--- config.mk ---
export PLATFORM = sky130hd
export DESIGN_NAME = button_event
export DESIGN_NICKNAME = d
export VERILOG_FILES = /design/src/rtl/button_event.sv
export SDC_FILE = /design/constraint.sdc
export NUM_CORES = 1
export LEC_CHECK = 0
export CORE_ASPECT_RATIO = 1.4
export CORE_MARGIN = 1.5
export CORE_UTILIZATION = 59
export CTS_CLUSTER_SIZE = 14
export DETAILED_ROUTE_END_ITERATION = 6
export HOLD_SLACK_MARGIN = 0.03
export PLACE_DENSITY = 0.8
export SYNTH_ARGS = -nofsm -noshare
export SYNTH_HDL_FRONTEND = slang
export SYNTH_SLANG_ARGS = --single-unit
--- constraint.sdc ---
create_clock -name clk -period 2.6 [get_ports clk]
set_clock_uncertainty 0.05 [all_clocks]
set_input_delay 0.52 -clock clk [delete_from_list [all_inputs] [get_ports clk]]
set_output_delay 0.52 -clock clk [all_outputs]
set_load 0.005 [all_outputs]
--- src/rtl/button_event.sv ---
// Turns a debounced button level into one-cycle press/release/long-press/auto-repeat events.
// The release and repeat pulses carry an _evt suffix because both bare names are reserved words.
module button_event #(
    parameter int unsigned LONG_CYCLES   = 50_000_000,
    parameter int unsigned REPEAT_CYCLES = 12_500_000,
    parameter int unsigned CNT_W         = 26
) (
    input  logic clk,
    input  logic rst,
    input  logic level_in,
    input  logic rep_en,
    output logic press,
    output logic release_evt,
    output logic long_press,
    output logic repeat_evt,
    output logic held
);

    typedef enum logic [1:0] {StIdle, StDown, StRepeat} state_e;

    localparam logic [CNT_W-1:0] LongLast   = CNT_W'(LONG_CYCLES - 1);
    localparam logic [CNT_W-1:0] RepeatLast = CNT_W'(REPEAT_CYCLES - 1);
    localparam logic [CNT_W-1:0] CntOne     = CNT_W'(1);

    state_e           state_q, state_d;
    logic [CNT_W-1:0] count_q, count_d;
    logic             level_q;
    logic             press_d, release_d, long_d, repeat_d;
    logic             rise, fall;

    assign rise = level_in & ~level_q;
    assign fall = ~level_in & level_q;

    always_comb begin
        state_d   = state_q;
        count_d   = count_q;
        press_d   = 1'b0;
        release_d = 1'b0;
        long_d    = 1'b0;
        repeat_d  = 1'b0;
        case (state_q)
            StIdle: begin
                if (rise) begin
                    press_d = 1'b1;
                    count_d = '0;
                    state_d = StDown;
                end
            end
            StDown: begin
                // A fall wins over terminal count, so a short hold never reports long_press.
                if (fall) begin
                    release_d = 1'b1;
                    count_d   = '0;
                    state_d   = StIdle;
                end else if (count_q == LongLast) begin
                    long_d  = 1'b1;
                    count_d = '0;
                    state_d = StRepeat;
                end else begin
                    count_d = count_q + CntOne;
                end
            end
            StRepeat: begin
                if (fall) begin
                    release_d = 1'b1;
                    count_d   = '0;
                    state_d   = StIdle;
                end else if (!rep_en) begin
                    count_d = '0;
                end else if (count_q == RepeatLast) begin
                    repeat_d = 1'b1;
                    count_d  = '0;
                end else begin
                    count_d = count_q + CntOne;
                end
            end
            default: begin
                state_d = StIdle;
                count_d = '0;
            end
        endcase
    end

    always_ff @(posedge clk or negedge rst) begin
        if (!rst) begin
            state_q     <= StIdle;
            count_q     <= '0;
            level_q     <= 1'b0;
            press       <= 1'b0;
            release_evt <= 1'b0;
            long_press  <= 1'b0;
            repeat_evt  <= 1'b0;
        end else begin
            state_q     <= state_d;
            count_q     <= count_d;
            level_q     <= level_in;
            press       <= press_d;
            release_evt <= release_d;
            long_press  <= long_d;
            repeat_evt  <= repeat_d;
        end
    end

    assign held = (state_q != StIdle);

endmodule

## After elaboration in Yosys (flattened, before gate mapping)

Index checks and enable logic that the tools add are counted.

- Register bits after elaboration: 33
- Output and inout bits: 5
- Input port bits: 4

- Reduce and logical (&&, ||, !) cells: 4
- Muxes and demuxes: 23
- Bitwise logic cells: 4
- Eq/ne operators: 7
- Add/subtract/negate cells: 1

Operator list:

| operator | count |
|---|---|
| $mux 26 | 6 |
| $pmux 26 s3 | 1 |
| $add 26x1->26 const B | 1 |
| $eq 26x24->1 const B | 1 |
| $eq 26x26->1 const B | 1 |
| $mux 1 | 11 |
| $mux 2 | 4 |
| $pmux 2 s3 | 1 |
| $ne 2x2->1 const B | 2 |
| $ne 3x3->1 const B | 1 |
| $reduce_and 3->1 | 1 |
| $and 1x1->1 | 2 |
| $eq 2x1->1 const B | 1 |
| $eq 2x2->1 const B | 1 |
| $logic_not 2->1 | 1 |
| $not 1->1 | 2 |
| $reduce_bool 2->1 | 1 |
| $reduce_or 2->1 | 1 |

## Longest topological paths before layout

Gate-level depths: netlist of the first run.

- Word-level depth: 5
- Mapped depth: 9

## Least setup slack after synthesis of the first run

Ideal clock, no wire load.

- Path type: reg-to-reg
- From: register count_q[5]
- To: register count_q[10]
- Path slack: 0.430 ns
- Data arrival time: 1.999 ns
- Stages on the path, launching flop included: 8
- Buffers on the path: 1
- Clock period less this slack: 2.170 ns
- Cells stage by stage: dfrtp_1 > or3b_1 > or4b_4 > nor3_2 > o32a_2 > buf_6 > o21ai_1 > a22o_1

- Cells in the longest elaborated chain, start to end: 5
- Elaborated cells between the ends (all ways): 9

RTL lines:

| element | line | RTL |
|---|---|---|
| from (decl) | 26 | `logic [CNT_W-1:0] count_q, count_d;` |
| from (signal assigned) | 95 | `count_q <= count_d;` |
| $add 26x1->26 or $eq 26x24->1 (tied branches) | 60, 74, 70 |  |
| $mux 26 | 70 | `end else if (count_q == RepeatLast) begin` |
| $mux 26 | 68 | `end else if (!rep_en) begin` |
| $mux 26 | 64 | `if (fall) begin` |
| $pmux 26 s3 * | 41 | `case (state_q)` |

Mark *: on every way between the ends. The rest lies on a longest branch, timed or not.
A chain may end at the register's enable or synchronous reset.

## Worst setup path after layout of the first run

- From: input port level_in
- To: register count_q[15]

- Cells in the longest elaborated chain, start to end: 4
- Elaborated cells between the ends (all ways): 7

RTL lines:

| element | line | RTL |
|---|---|---|
| from (decl) | 10 | `input logic level_in,` |
| $not 1->1 | 32 | `assign fall = ~level_in & level_q;` |
| $and 1x1->1 | 32 |  |
| $mux 26, on equally long branches | 64, 51 |  |
| $pmux 26 s3 | 41 |  |

Several ways; a longest one is shown, not always the timed one.

==> results.cfg, run 1 <==
[setup_path]
r2r_end = count_q[0]
cp_cell_sequence = clkdlybuf4s50_1, nand2b_1, a2111oi_2, nor2b_1, nand3_1, xor2_1, nor2_1
start_kind = input port
r2r_start = count_q[25]
worstSetupEndpointType = flip-flop
cp-endpoint = count_q[15]
regToRegSetupSlack_ns = 0.26
ff2ff_path_depth = 7
cpPeakStageDelay_ns = 0.56
slowest_stage = a2111oi_2
worstPathArrival_ns = 2.46
setup.worst_path.start = level_in
crit_fanout = 5
crit_type = input port to flip-flop
cp.required_ns = 2.72

[sta]
setup_viol = 0
fin_setup_tns_ns = 0
rsz0062_at_grt = false
max_freq_ghz = 0.4269
fin_ws_ns = 0.2575
hold_viol = 0
worstMarginPinSlew_ns = 0.5092
maxSlewViolCount = 0
whs_ns = 0.4320
fin_crit_ns = 2.342
slew_headroom_pct = 65.99
timing.final.crit_share_pct = 90.10

[logic_synthesis]
synth.top_cell.area_share_pct = 45.11
ys_warn_count = 0
synth_compound_area_share_pct = 11.21
post-synth-top-count-cell = dfrtp_1
muxShareOfSynthArea_pct = 0.6152
synthFlopType = dfrtp_1
synth_top_family_by_area = simple AND/OR/NAND/NOR gates
ys_ff_latch = 33
synth_edf_count = 0
synth_nets = 203
synth-simple-area-share_pct = 30.14
synth-xor-area-share_pct = 6.699
synthesis.area_um2 = 1831
synthTopCellsByCount = 33 x dfrtp_1, 24 x nor2_1, 17 x nand2_1
async_flop_share_pct = 100.0
syn_avg_cell_area_um2 = 9.387
synth_top_cell_by_area = dfrtp_1
synth_cells = 195
ys_seq_area_share_pct = 45.11
yosys-top-cells-area = dfrtp_1 45%, nor2_1 4.9%, xor2_1 4.8%
ys_types = 41
synth_fa_ha_area_share_pct = 2.734

[final_layout]
n_antenna_cell = 0
area.sequential_um2 = 825.8
syn_to_final_growth_pct = 16.20
finalNetCount = 227
drive_gt1_share_pct = 13.64
final.fill_count = 219
multi_input_area_um2 = 942.2
finalNonFillerCells = 257

[power_and_ir_drop]
ir_drop_uv = 463.8
power_mw = 1.307
p_per_area_nw_per_um2 = 614.5
p_leak_nw = 0.9087

[clocking]
cts_setup_buffers = 0
htree_num_levels = 2
cts_buffers = 5
cts_root_buffer = clkbuf_8
clkLatencyLatePin_ns = 0.29
cts_hold_buf = 0
cts.clk_slew.worst_paths_ns = 0.07
cts.sink_count = 33
clk_path_buf_depth = 2
cts_tree = done

[floorplan]
row_count = 23
start_util_pct = 62.98
die-area_um2 = 3450
core_area_um2 = 2907
die_h_um = 68.91
io_pins = 9
die_x_um = 50.08

[route]
wl_per_cell_um = 15.68
drt_first_pass_iters = 4
wl_um = 4030
drc_errors = 0
viasPerCell = 5.895
dr.first_iter.drc_count = 38
num_vias = 1515
antenna_left = 0

[status]
status = completed

[global_routing]
grt_pass1_wl_um = 6686
use_met1_pct = 31.98
busiest_layer = met2
gr-total-overflow = 0
antenna_found_initial = 0
grt_util_met2_pct = 42.60
grt_max_degree = 34
grt_pass1_vias = 1475
grtUsageMet3_pct = 6.681
grt_usage_pct = 26.17

[placed_design]
dpl.cell_count = 249
port_buffers = 8
place_congestion = 0.8741
hpwl_um = 2834
post-place-ws_ns = -0.004886

[hold_path]
hold_path.class = flip-flop to flip-flop

[flow_run]
cap_violations = 0
[area by class of cell]
type,count,share of cell area (%)
sequential,33,38.82
clock inverter,1,0.2353
tap,37,2.176
multi-input combinational,150,44.29
timing repair buffer,22,8.706
clock buffer,7,4.529
inverter,7,1.235
[cells in the final DEF (no fill, tap or decap), drive strengths merged, types with 6 or more instances in the layout]
| cell type | synthesis | layout |
|---|---|---|
| a22o | 8 | 8 |
| and3 | 6 | 6 |
| buf | 3 | 14 |
| clkbuf | 2 | 7 |
| clkdlybuf4s50 | 0 | 8 |
| dfrtp | 33 | 33 |
| inv | 7 | 7 |
| nand2 | 17 | 17 |
| nand3 | 13 | 13 |
| nor2 | 24 | 24 |
| nor2b | 8 | 8 |
| nor3 | 7 | 7 |
| o21ai | 11 | 11 |
| xor2 | 10 | 10 |
[worst max-delay path: cells and delay by family]
| kind | cells | cell delay (ns) |
|---|---|---|
| buf+inv | 1 | 0.53 |
| xor+xnor | 1 | 0.15 |
| compound gates | 1 | 0.56 |
| simple gates | 4 | 0.68 |
[cell families (layout without fill, tap and decap cells)]
group | Yosys count | in the layout
buffers and inverters | 12 | 37
AO/OA/AOI/OAI | 29 | 29
adder cells (fa/ha/maj) | 4 | 4
XOR/XNOR | 14 | 14
flip-flops | 33 | 33
multiplexers | 1 | 1
AND/OR/NAND/NOR | 102 | 102
[power breakdown]
part	internal, mW	switching (mW)
Sequential	0.532	0.0159
Clock	0.239	0.191
Combinational	0.132	0.197
Total	0.903	0.404
[through the flow]
step	instance area, µm²	utilization [%]
after floorplan	1831	-
after global placement	2024	69.65
after detailed placement	2024	69.65
after global routing	2127	73.18
final	2127	73.18
after CTS	2126	73.14
[registers in the layout, summed over array words and instances (netlist names)]
| signal | cells |
|---|---|
| count_q | 26 |
| level_q | 1 |
| repeat_evt | 1 |
| release_evt | 1 |
| press | 1 |
| long_press | 1 |
| state_q | 2 |
[what timing repair did]
| item | 4_1_cts | 5_1_grt |
|---|---|---|
| endpoints found under the setup margin | 0 | 13 |
| gates resized for setup | 0 | 1 |
| endpoints found under the hold margin | 0 | 0 |
[metal layers]
metal,routed length [µm],up-vias,part of all wire (%)
met5,0,-,0
met4,62,0,1.5
met3,174,7,4.3
met2,2046,33,51
met1,1747,732,43
li1,-,743,-
[how the worst min path moves through the flow]
stage               slack (ns)    endpoint  cells past startpoint  startpoint
global placement          0.41       press                      1     level_q
detailed placement        0.43       press                      1     level_q
floorplan                 0.17  count_q[0]                      0         rst
finish                    0.43       press                      1     level_q
global route              0.47       press                      1     level_q
CTS                       0.43       press                      1     level_q
Power figures use the tool's default switching activity.
==> run 2: changes to the inputs <==
--- a/config.mk
+++ b/config.mk
@@ -5,6 +5,7 @@
 export SDC_FILE = /design/constraint.sdc
 export NUM_CORES = 1
 export LEC_CHECK = 0
+export CAP_MARGIN = 20
 export CORE_ASPECT_RATIO = 1.4
 export CORE_MARGIN = 1.5
 export CORE_UTILIZATION = 59
==> results of run 2 <==
Same layout as run 1: the final DEF is identical, and so are final timing and power.
==> run 3: changes to the inputs <==
--- a/config.mk
+++ b/config.mk
@@ -8,11 +8,12 @@
 export CAP_MARGIN = 20
 export CORE_ASPECT_RATIO = 1.4
 export CORE_MARGIN = 1.5
-export CORE_UTILIZATION = 59
+export CORE_UTILIZATION = 50
+export CTS_CLUSTER_DIAMETER = 200
 export CTS_CLUSTER_SIZE = 14
 export DETAILED_ROUTE_END_ITERATION = 6
 export HOLD_SLACK_MARGIN = 0.03
-export PLACE_DENSITY = 0.8
+export PLACE_DENSITY = 0.7
 export SYNTH_ARGS = -nofsm -noshare
 export SYNTH_HDL_FRONTEND = slang
 export SYNTH_SLANG_ARGS = --single-unit
==> run 3 against run 2 <==
Effect of this change: count of clock-buffer cells in the layout unchanged; via count increased by 0.40%; highest routed layer unchanged; die area increased by 17%; maximum frequency decreased by 0.34%; design area decreased by 1.1%; clock power decreased by 10%; power decreased by 1.7%.
==> results.cfg, run 3 (synthesized netlist as in run 1, its figures left out) <==
[status]
status = completed

[power_and_ir_drop]
p_per_area_nw_per_um2 = 610.3
power_mw = 1.284
p_leak_nw = 0.8864
ir_drop_uv = 443.5

[clocking]
cts.sink_count = 33
htree_num_levels = 2
ctsResizeCount = 0
cts_setup_buffers = 0
clkLatencyLatePin_ns = 0.29
cts_tree = done
clk_path_buf_depth = 2
cts_root_buffer = clkbuf_8
cts.clk_slew.worst_paths_ns = 0.06
cts_buffers = 5
cts_hold_buf = 0

[final_layout]
n_antenna_cell = 0
finalNonFillerCells = 256
syn_to_final_growth_pct = 14.97
drive_gt1_share_pct = 11.11
layout.cells.most_common = dfrtp_1
top_regs = count_q x26, state_q x2
largest_reg_flops = 26
finalNetCount = 224
layout_common_cells = 33 x dfrtp_1, 24 x nor2_1, 17 x nand2_1, 13 x nand3_1
top_register = count_q

[floorplan]
io_pins = 9
start_util_pct = 53.20
die_x_um = 54.14
row_count = 25
die-area_um2 = 4038
core_area_um2 = 3441
die_h_um = 74.59

[sta]
timing.final.crit_share_pct = 90.41
hold_viol = 0
rsz0062_at_grt = false
slew_headroom_pct = 60.42
fin_crit_ns = 2.351
worstMarginPinSlew_ns = 0.5916
max_freq_ghz = 0.4254
maxSlewViolCount = 0
setup_viol = 0

[route]
antenna_left = 0
dr.first_iter.drc_count = 55
viasPerCell = 5.941
drt_first_pass_iters = 4
wl_per_cell_um = 15.89
wl_um = 4069
num_vias = 1521
drc_errors = 0

[global_routing]
antenna_found_initial = 0
grtUsageMet3_pct = 5.422
grt_usage_pct = 23.91
grt_max_degree = 34
grt_pass1_wl_um = 6789
gr-total-overflow = 0
use_met1_pct = 29.95
busiest_layer = met2
grt_util_met2_pct = 37.75
grt_pass1_vias = 1465

[placed_design]
port_buffers = 8
hpwl_um = 3021
place_congestion = 0.9002
dpl.cell_count = 249

[setup_path]
cp.required_ns = 2.77
worstPathArrival_ns = 2.52
worstSetupEndpointType = flip-flop
crit_fanout = 9
crit_type = input port to flip-flop
start_kind = input port

[hold_path]
hold_path.class = flip-flop to flip-flop

[flow_run]
cap_violations = 0
run 3: critical path: stages:
cell             delay (ns)
clkdlybuf4s50_1        0.53
nand2b_1               0.15
nand3_1                0.15
o32a_2                 0.44
nor2_1                 0.47
mux2_2                 0.26
run 3: through the flow:
step | util (%) | instance area [µm²] | worst slack, ns | TNS (ns) | hold WS, ns
after CTS | 61.16 | 2105 | 0.2577 | 0 | 0.4490
final | 61.16 | 2105 | 0.2494 | 0 | 0.4450
after global routing | 61.16 | 2105 | 0.05074 | 0 | 0.4949
after global placement | 58.65 | 2018 | 0.04972 | 0 | 0.4105
after detailed placement | 58.65 | 2018 | -0.03343 | -0.08184 | 0.4233
after floorplan | - | 1831 | 0.4304 | 0 | 0.1744
run 3: cell type report:
| cell class | count | area (µm²) |
|---|---|---|
| clock buffers | 7 | 86.33 |
| multi-input cells | 150 | 940.9 |
| repair buffers | 19 | 175.2 |
| flip-flops and latches | 33 | 825.8 |
| inverters | 7 | 26.28 |
| well taps | 40 | 50.05 |
| fillers | 299 | 1336 |
run 3: where the power goes:
group | internal (mW) | switching (mW)
logic | 0.144 | 0.206
clock network | 0.210 | 0.176
registers | 0.533 | 0.0162
total | 0.886 | 0.398
run 3: path summary, 6_finish.rpt:
check	startpoint	endpoint	slack (ns)	cells past startpoint
worst min-delay path	level_q	press	0.44	1
worst max register to register	count_q[0]	count_q[0]	0.25	7
worst max-delay path	level_in	count_q[0]	0.25	6
min in group asynchronous	rst	state_q[1]	0.59	2
max in group asynchronous	rst	count_q[17]	1.62	2
worst min register to register	level_q	press	0.44	1
run 3: metal layers:
metal / routed length (µm) / up-vias
li1: - / 737
met1: 1850 / 742
met2: 1982 / 32
met3: 126 / 10
met4: 110 / 0
met5: 0 / -
